$ cat src/rtl/counter_updown_mod_nbit.sv
// Up/down counter with programmable modulus and step, wrap/saturate/one-shot modes.
// count, tc, busy and done are registered; at_max/at_min decode the count register.
module counter_updown_mod_nbit #(
    parameter int unsigned CNT_WIDTH  = 8,
    parameter int unsigned STEP_WIDTH = 4
) (
    input  logic                  clk,
    input  logic                  reset_n,
    input  logic                  clr,
    input  logic                  load_en,
    input  logic [CNT_WIDTH-1:0]  load_val,
    input  logic                  en,
    input  logic                  up_down,
    input  logic [STEP_WIDTH-1:0] step,
    input  logic [CNT_WIDTH-1:0]  limit,
    input  logic [1:0]            mode,
    input  logic                  start,
    output logic [CNT_WIDTH-1:0]  count,
    output logic                  tc,
    output logic                  at_max,
    output logic                  at_min,
    output logic                  busy,
    output logic                  done
);

    localparam int unsigned EXT_W = CNT_WIDTH + 2;
    localparam logic [1:0]  MODE_SAT = 2'b01;
    localparam logic [1:0]  MODE_ONE = 2'b10;

    typedef enum logic [1:0] {
        ST_IDLE = 2'b00,
        ST_RUN  = 2'b01,
        ST_DONE = 2'b10
    } state_t;

    state_t                 state_q, state_d;
    logic [CNT_WIDTH-1:0]   count_q, count_d;
    logic                   tc_q, tc_d;
    logic                   busy_q, done_q;

    logic [EXT_W-1:0]       cnt_x, lim_x, mod_x, s_x, s_mod_x;
    logic [EXT_W-1:0]       sum_x, diff_x, wrap_up_x, wrap_dn_x;
    logic                   over_c, under_c, oneshot_c;
    logic [CNT_WIDTH-1:0]   wrap_res_c, sat_res_c;

    // Widened step arithmetic; modulo folds steps larger than the range
    always_comb begin
        cnt_x     = EXT_W'(count_q);
        lim_x     = EXT_W'(limit);
        mod_x     = lim_x + EXT_W'(1);
        s_x       = (step == '0) ? EXT_W'(1) : EXT_W'(step);
        s_mod_x   = s_x % mod_x;
        sum_x     = cnt_x + s_x;
        diff_x    = cnt_x - s_x;
        over_c    = sum_x > lim_x;
        under_c   = cnt_x < s_x;
        wrap_up_x = sum_x % mod_x;
        wrap_dn_x = (cnt_x + mod_x - s_mod_x) % mod_x;

        if (up_down) begin
            wrap_res_c = over_c ? CNT_WIDTH'(wrap_up_x) : CNT_WIDTH'(sum_x);
            sat_res_c  = over_c ? limit : CNT_WIDTH'(sum_x);
        end else begin
            wrap_res_c = under_c ? CNT_WIDTH'(wrap_dn_x) : CNT_WIDTH'(diff_x);
            sat_res_c  = under_c ? '0 : CNT_WIDTH'(diff_x);
        end
    end

    assign oneshot_c = (mode == MODE_ONE);

    // Next-state: clr > load_en > start (one-shot) > en
    always_comb begin
        state_d = state_q;
        count_d = count_q;
        tc_d    = 1'b0;

        if (clr) begin
            count_d = '0;
            state_d = ST_IDLE;
        end else if (load_en) begin
            count_d = (load_val > limit) ? limit : load_val;
        end else if (oneshot_c && start) begin
            count_d = up_down ? '0 : limit;
            state_d = ST_RUN;
        end else if (en) begin
            if (oneshot_c) begin
                if (state_q == ST_RUN) begin
                    count_d = sat_res_c;
                    tc_d    = up_down ? (sat_res_c == limit) : (sat_res_c == '0);
                    if (tc_d) begin
                        state_d = ST_DONE;
                    end
                end
            end else begin
                count_d = (mode == MODE_SAT) ? sat_res_c : wrap_res_c;
                tc_d    = up_down ? over_c : under_c;
            end
        end

        if (!oneshot_c) begin
            state_d = ST_IDLE;
        end
    end

    always_ff @(posedge clk or negedge reset_n) begin
        if (!reset_n) begin
            state_q <= ST_IDLE;
            count_q <= '0;
            tc_q    <= 1'b0;
            busy_q  <= 1'b0;
            done_q  <= 1'b0;
        end else begin
            state_q <= state_d;
            count_q <= count_d;
            tc_q    <= tc_d;
            busy_q  <= (state_d == ST_RUN);
            done_q  <= (state_d == ST_DONE);
        end
    end

    assign count  = count_q;
    assign tc     = tc_q;
    assign busy   = busy_q;
    assign done   = done_q;
    assign at_max = (count_q == limit);
    assign at_min = (count_q == '0);

endmodule

$ cat config.mk
export PLATFORM = sky130hd
export DESIGN_NAME = counter_updown_mod_nbit
export DESIGN_NICKNAME = d
export VERILOG_FILES = /design/src/rtl/counter_updown_mod_nbit.sv
export SDC_FILE = /design/constraint.sdc
export NUM_CORES = 1
export LEC_CHECK = 0
export BUFFER_PORTS_ARGS = -buffer_cell sky130_fd_sc_hd__buf_4
export CAP_MARGIN = 10
export CORE_ASPECT_RATIO = 0.5
export CORE_UTILIZATION = 40
export CTS_CLUSTER_DIAMETER = 150
export DETAILED_ROUTE_END_ITERATION = 8
export HOLD_SLACK_MARGIN = 0.06
export PLACE_DENSITY = 0.64
export RECOVER_POWER = 100
export SLEW_MARGIN = 25
export SYNTH_ARGS = -nofsm -noshare
export SYNTH_HDL_FRONTEND = slang
export SYNTH_SLANG_ARGS = --single-unit
$ cat constraint.sdc
create_clock -name clk -period 22.9 [get_ports clk]
set_input_delay 4.58 -clock clk [delete_from_list [all_inputs] [get_ports clk]]
set_output_delay 4.58 -clock clk [all_outputs]
set_load 0.05 [all_outputs]
## Word level (Yosys, flattened, before mapping)

Index checks and enable logic that the tools add are counted.

| word-level totals | value |
|---|---|
| bits in registers | 13 |
| input port bits | 29 |
| word-level logic and storage cells | 61 |

| cells by class | value |
|---|---|
| add/subtract/negate cells | 5 |
| reduce and logical (&&, ||, !) cells | 6 |
| magnitude comparators | 3 |
| multiplexer cells | 31 |
| divide/modulo/power cells | 3 |
| equality and inequality tests | 8 |

Operators by type and width:

| operator | number |
|---|---|
| $mux W8 | 15 |
| $mod A10 B10 Y10 | 3 |
| $eq A8 B8 Y1 | 2 |
| $logic_not A8 Y1 | 2 |
| $mux W2 | 7 |
| $add A8 B9 Y10 | 1 |
| $sub A10 B10 Y10 | 1 |
| $add A8 B1 Y9 const B | 1 |
| $add A8 B4 Y9 | 1 |
| $gt A9 B8 Y1 | 1 |
| $gt A8 B8 Y1 | 1 |
| $lt A8 B4 Y1 | 1 |
| $mux W1 | 8 |
| $sub A8 B4 Y8 | 1 |
| $eq A2 B1 Y1 const B | 3 |
| $ne A5 B3 Y1 const B | 1 |
| $eq A2 B2 Y1 const B | 2 |
| $logic_not A4 Y1 | 1 |
| $mux W4 | 1 |
| $reduce_bool A4 Y1 | 1 |
| $reduce_and A2 Y1 | 1 |
| $logic_and A1 B1 Y1 | 1 |

## Longest topological paths before layout

| depth | value |
|---|---|
| depth in word-level cells | 16 |
| depth in mapped cells | 157 |
| mapped depth without buffers | 151 |

## Worst setup path before layout

Ideal clock, no wire load.

| path | value |
|---|---|
| path kind | input to register |
| from | input limit[1] |
| to | register count_q[7], in the netlist count[7] |
| arrival | 34,813 ps |
| slack | -12,032 ps |
| stages | 136 |
| required time | 22,781 ps |
| cells stage by stage | buf_2 -> nand3_2 -> xnor2_2 -> inv_1 -> nand3_1 -> nor2_1 -> ha_1 -> and4b_1 -> a22oi_1 -> a21oi_1 -> ha_1 -> o21a_1 -> nor2_1 -> nor3_1 -> mux2i_1 -> inv_1 -> ha_1 -> o21a_1 -> (+100 left out) -> a21o_1 -> nor4_1 -> nor3_1 -> a21o_1 -> clkbuf_1 -> mux2_2 -> ha_1 -> a211oi_1 -> o21bai_1 -> a21oi_1 -> o21ai_0 -> a21o_1 -> a21o_1 -> a221oi_1 -> clkbuf_1 -> a21oi_1 -> a211o_1 -> a21bo_1 |

| on the way | value |
|---|---|
| word-level cells in the longest chain between the ends | 12 |

RTL lines:

| item | line | text |
|---|---|---|
| start: declaration | 15 | `input logic [CNT_WIDTH-1:0] limit,` |
| $add A8 B1 Y9 | 50 | `mod_x = lim_x + EXT_W'(1);` |
| $mod A10 B10 Y10 / $add A8 B9 Y10 (equally long branches) | 52, 58 |  |
| $sub A10 B10 Y10 | 58 | `wrap_dn_x = (cnt_x + mod_x - s_mod_x) % mod_x;` |
| $mod A10 B10 Y10 | 58 |  |
| $mux W8 | 64 | `wrap_res_c = under_c ? CNT_WIDTH'(wrap_dn_x) : CNT_WIDTH'(diff_x);` |
| $mux W8 | 60 | `if (up_down) begin` |
| $mux W8 | 95 | `count_d = (mode == MODE_SAT) ? sat_res_c : wrap_res_c;` |
| $mux W8 | 86 | `if (oneshot_c) begin` |
| $mux W8 | 85 | `end else if (en) begin` |
| $mux W8 | 82 | `end else if (oneshot_c && start) begin` |
| $mux W8 (*) | 80 | `end else if (load_en) begin` |
| $mux W8 (*) | 77 | `if (clr) begin` |
| end signal: assignment | 114 | `count_q <= count_d;` |
| end: declaration | 37 | `logic [CNT_WIDTH-1:0] count_q, count_d;` |

Every way passes the cells marked *; elsewhere a longest branch is shown, timed or not. The select of a mux whose other input is x is not followed.
A chain may end at the register's enable or synchronous reset.

## Final worst setup path

| path | value |
|---|---|
| from | input limit[0] |
| to | register count_q[1], in the netlist count[1] |

Same word-level chain as after synthesis.

==> flow_summary.toml <==
[sta]
setup_viol_count_final = 8
transition_time_at_the_pin_with_the_least_slew_margin_ns = 1.170
final_critical_path_setup_slack_ns = -9.273
hold-worst-slack_ns = 0.6726
finalMaxSlewViolations = 0
setup_repair_after_global_routing_missed_its_margin = "yes"
timing.final.crit_share_pct = 140.5
timing.max_slew.rel_slack_pct = 22.02
fin_skew_ns = 0.0006626
final_report_hold_violation_count = 0
maximum_frequency_from_static_timing_analysis_mhz = 31.08
final_period_minus_worst_setup_slack_ns = 32.17

[synth]
yosysTopAreaCellShare_pct = 22.06
synth_seq_area_share_pct = 2.840
yosysMostFrequentCell = "sky130_fd_sc_hd__ha_1"
synth_seq_cells = 13
synth_flop_cell = "sky130_fd_sc_hd__dfrtp_1"
netlist_top_cells_area = "sky130_fd_sc_hd__ha_1 (22%), sky130_fd_sc_hd__xnor2_1 (6.4%), sky130_fd_sc_hd__a21oi_1 (5.8%)"
synth.yosys.warnings = 0
async_reset_ff_share_pct = 100.0
synth-edff-count = 0
post_synth_inst_count = 1572
synth.distinct_cells = 102
yosys-top-cells-count = "sky130_fd_sc_hd__ha_1 (202), sky130_fd_sc_hd__nand2_1 (134), sky130_fd_sc_hd__a21oi_1 (133)"
synth_area_um2 = 11450
synth_top_cell_by_area = "sky130_fd_sc_hd__ha_1"
synth_area_per_cell_um2 = 7.287

[setup_path]
cp.required_ns = 23.01
cp_data_arrival_time_ns = 32.28
reg2reg_setup_slack_ns = 5.19
cp_common_cell = "sky130_fd_sc_hd__ha_4"
critical_path.endpoint_type = "register"
critical_path.n_buffers_inverters = 13
crit_type = "in -> reg"
cpPeakStageDelay_ns = 0.55
crit_path_max_fanout = 8
reg2reg_to = "count[4]$_DFFE_PN0P_"
crit_family = "compound AO/OA/AOI/OAI gates"
worstRegToRegCells = 66
regToRegStartpoint = "count[3]$_DFFE_PN0P_"
timing.critical_path.from_type = "input pin"
worst_path_max_delay_cell = "sky130_fd_sc_hd__fa_1"

[clocking]
post_cts_hold_buffer_count = 0
clk_latency_worst_skew_pair_ns = 0.24
cts.sink_count = 13
cts_tree = "done"
cts.reportedPaths.clkPinSlew_ns = 0.04
clock_path_buffers = 2
clockRootBuffer = "sky130_fd_sc_hd__clkbuf_16"
cts-htree-levels = 1
cts_made_buffers = 3

[die]
die_span_y_um = 121.7
fp-row-count = 43
placeableCoreArea_um2 = 27920
floorplan.die_area_um2 = 29360
die_width_um = 241.3
design.portCount = 42
initial_utilization_pct = 41.02

[routing]
initialDrtViolationCount = 1088
firstDrtPassIters = 6
wire_per_inst_um = 17.85
vias = 14026
route.detailed.drc = 0
detail-route-antenna-nets = 0
vias_per_cell = 5.744
route.final.wire_length_um = 43590

[place]
io_buffer_count = 41
place_congestion = 0.9821
dp.final_hpwl_um = 33590

[cells_and_area]
regArea_um2 = 325.3
nNetsFinal = 2305
final.fill_count = 2458
total_area_of_multi_input_combinational_cells_um2 = 11910
final_layout_size_suffix_gt1_share_pct = 36.99
area_growth_pct = 48.74
antennaDiodeCount = 0

[run]
max_cap_viol_count = 0

[status]
run_status = "complete, but fails checks"
violations_in_the_final_reports = "setup timing"

[grt]
grt_max_degree = 29
number_of_antenna_violations_at_the_first_check_in_global_routing = 1
grt_first_pass_wirelength_um = 68050
grtUsageTotal_pct = 28.95
grt_pass1_vias = 13299
global_route.overflow_total = 0

[min_path]
holdPathStages = 2
worst_hold_path_type = "reg -> reg"
hold_start = "state_q[1]$_DFF_PN0_"
holdPathEnd = "state_q[1]$_DFF_PN0_"
==> cells by family (layout without fill, tap and decap cells) <==
family,count (synthesis),in the layout,share of synthesized area (%)
buffers and inverters,136,620,4.784
flip-flops,13,13,2.840
other,1,4,0.03274
XOR/XNOR,128,128,9.918
AO/OA/AOI/OAI,501,501,29.41
multiplexers,65,65,6.237
adder cells (fa/ha/maj),215,215,24.34
AND/OR/NAND/NOR,513,514,22.45
==> worst reg2reg max path, delay by kind of cell (launching register included) <==
kind	cells	cell delay, ns
adder cells (fa/ha/maj)	10	3.07
flip-flops	1	0.50
buffers and inverters	3	0.39
AND/OR/NAND/NOR	19	3.93
AO/OA/AOI/OAI	30	8.30
multiplexers	4	1.37
==> stage by stage <==
stage / utilization [%] / area [um^2] / TNS (ns) / setup slack, ns / std cells
4_1_cts: 59.45 / 16600 / -67.88 / -8.561 / 2422
5_1_grt: 61.02 / 17040 / -83.67 / -10.52 / 2442
6_report: 61.02 / 17040 / -73.55 / -9.273 / 2442
3_5_place_dp: 55.74 / 15560 / -81.17 / -10.21 / 2348
3_3_place_gp: 55.74 / 15560 / -77.39 / -9.747 / 2348
2_1_floorplan: - / 12110 / -74.05 / -9.369 / 1575
==> worst max path at each step <==
stage | from | end | slack, ns | cells past startpoint
floorplan | limit[2] | count[7]$_DFFE_PN0P_ | -9.37 | 140
global placement | limit[0] | count[1]$_DFFE_PN0P_ | -9.75 | 146
detailed placement | limit[0] | count[1]$_DFFE_PN0P_ | -10.21 | 143
CTS | limit[0] | count[1]$_DFFE_PN0P_ | -8.56 | 139
global route | limit[0] | count[1]$_DFFE_PN0P_ | -10.52 | 143
finish | limit[0] | count[1]$_DFFE_PN0P_ | -9.27 | 142
==> state kept, by name, summed over array words and instances (netlist names) <==
signal,flops
done,1
tc,1
count,8
state_q,2
busy,1
==> timing repair <==
action	in CTS	in global routing
endpoints found under the setup margin	8	8
gates cloned	3	0
resized for setup	89	64
buffers inserted	67	22
pin swaps	78	44
==> layer usage <==
layer	vias to the layer above	global-route usage, %	part of all wire [%]
li1	6856	-	-
met5	-	0	0.030
met3	89	2.085	6.9
met4	2	5.657	2.3
met2	504	48.13	44
met1	6575	41.03	47
==> area by class of cell <==
class,instances,share of cell area [%]
Inverter,101,2.284
Sequential cell,13,1.909
Tap cell,382,2.805
Clock buffer,4,0.4627
Multi-Input combinational cell,1427,69.88
Timing Repair Buffer,515,22.66
==> cells in the final DEF (no fill, tap or decap), drive strengths merged, types with 8 or more instances in the layout <==
| cell | instances |
|---|---|
| a2111oi | 11 |
| a21boi | 9 |
| nand2b | 33 |
| nand4 | 19 |
| nor3 | 38 |
| a21o | 30 |
| o21a | 37 |
| nor4 | 14 |
| or2 | 16 |
| fa | 13 |
| buf | 498 |
| xnor2 | 85 |
| xor2 | 43 |
| a21oi | 136 |
| mux2i | 20 |
| dfrtp | 13 |
| nand3 | 35 |
| inv | 97 |
| mux2 | 45 |
| and2 | 8 |
| o211ai | 29 |
| and3 | 8 |
| or3 | 24 |
| nor2b | 28 |
| a211o | 8 |
| ha | 202 |
| nand2 | 134 |
| o31ai | 12 |
| o21ai | 103 |
| a31oi | 21 |
| clkbuf | 21 |
| o21bai | 9 |
| o221ai | 8 |
| nor2 | 131 |
| a211oi | 17 |
Power is not shown: default switching activity piles up to over one toggle a cycle in this logic, so the estimate is an artifact.
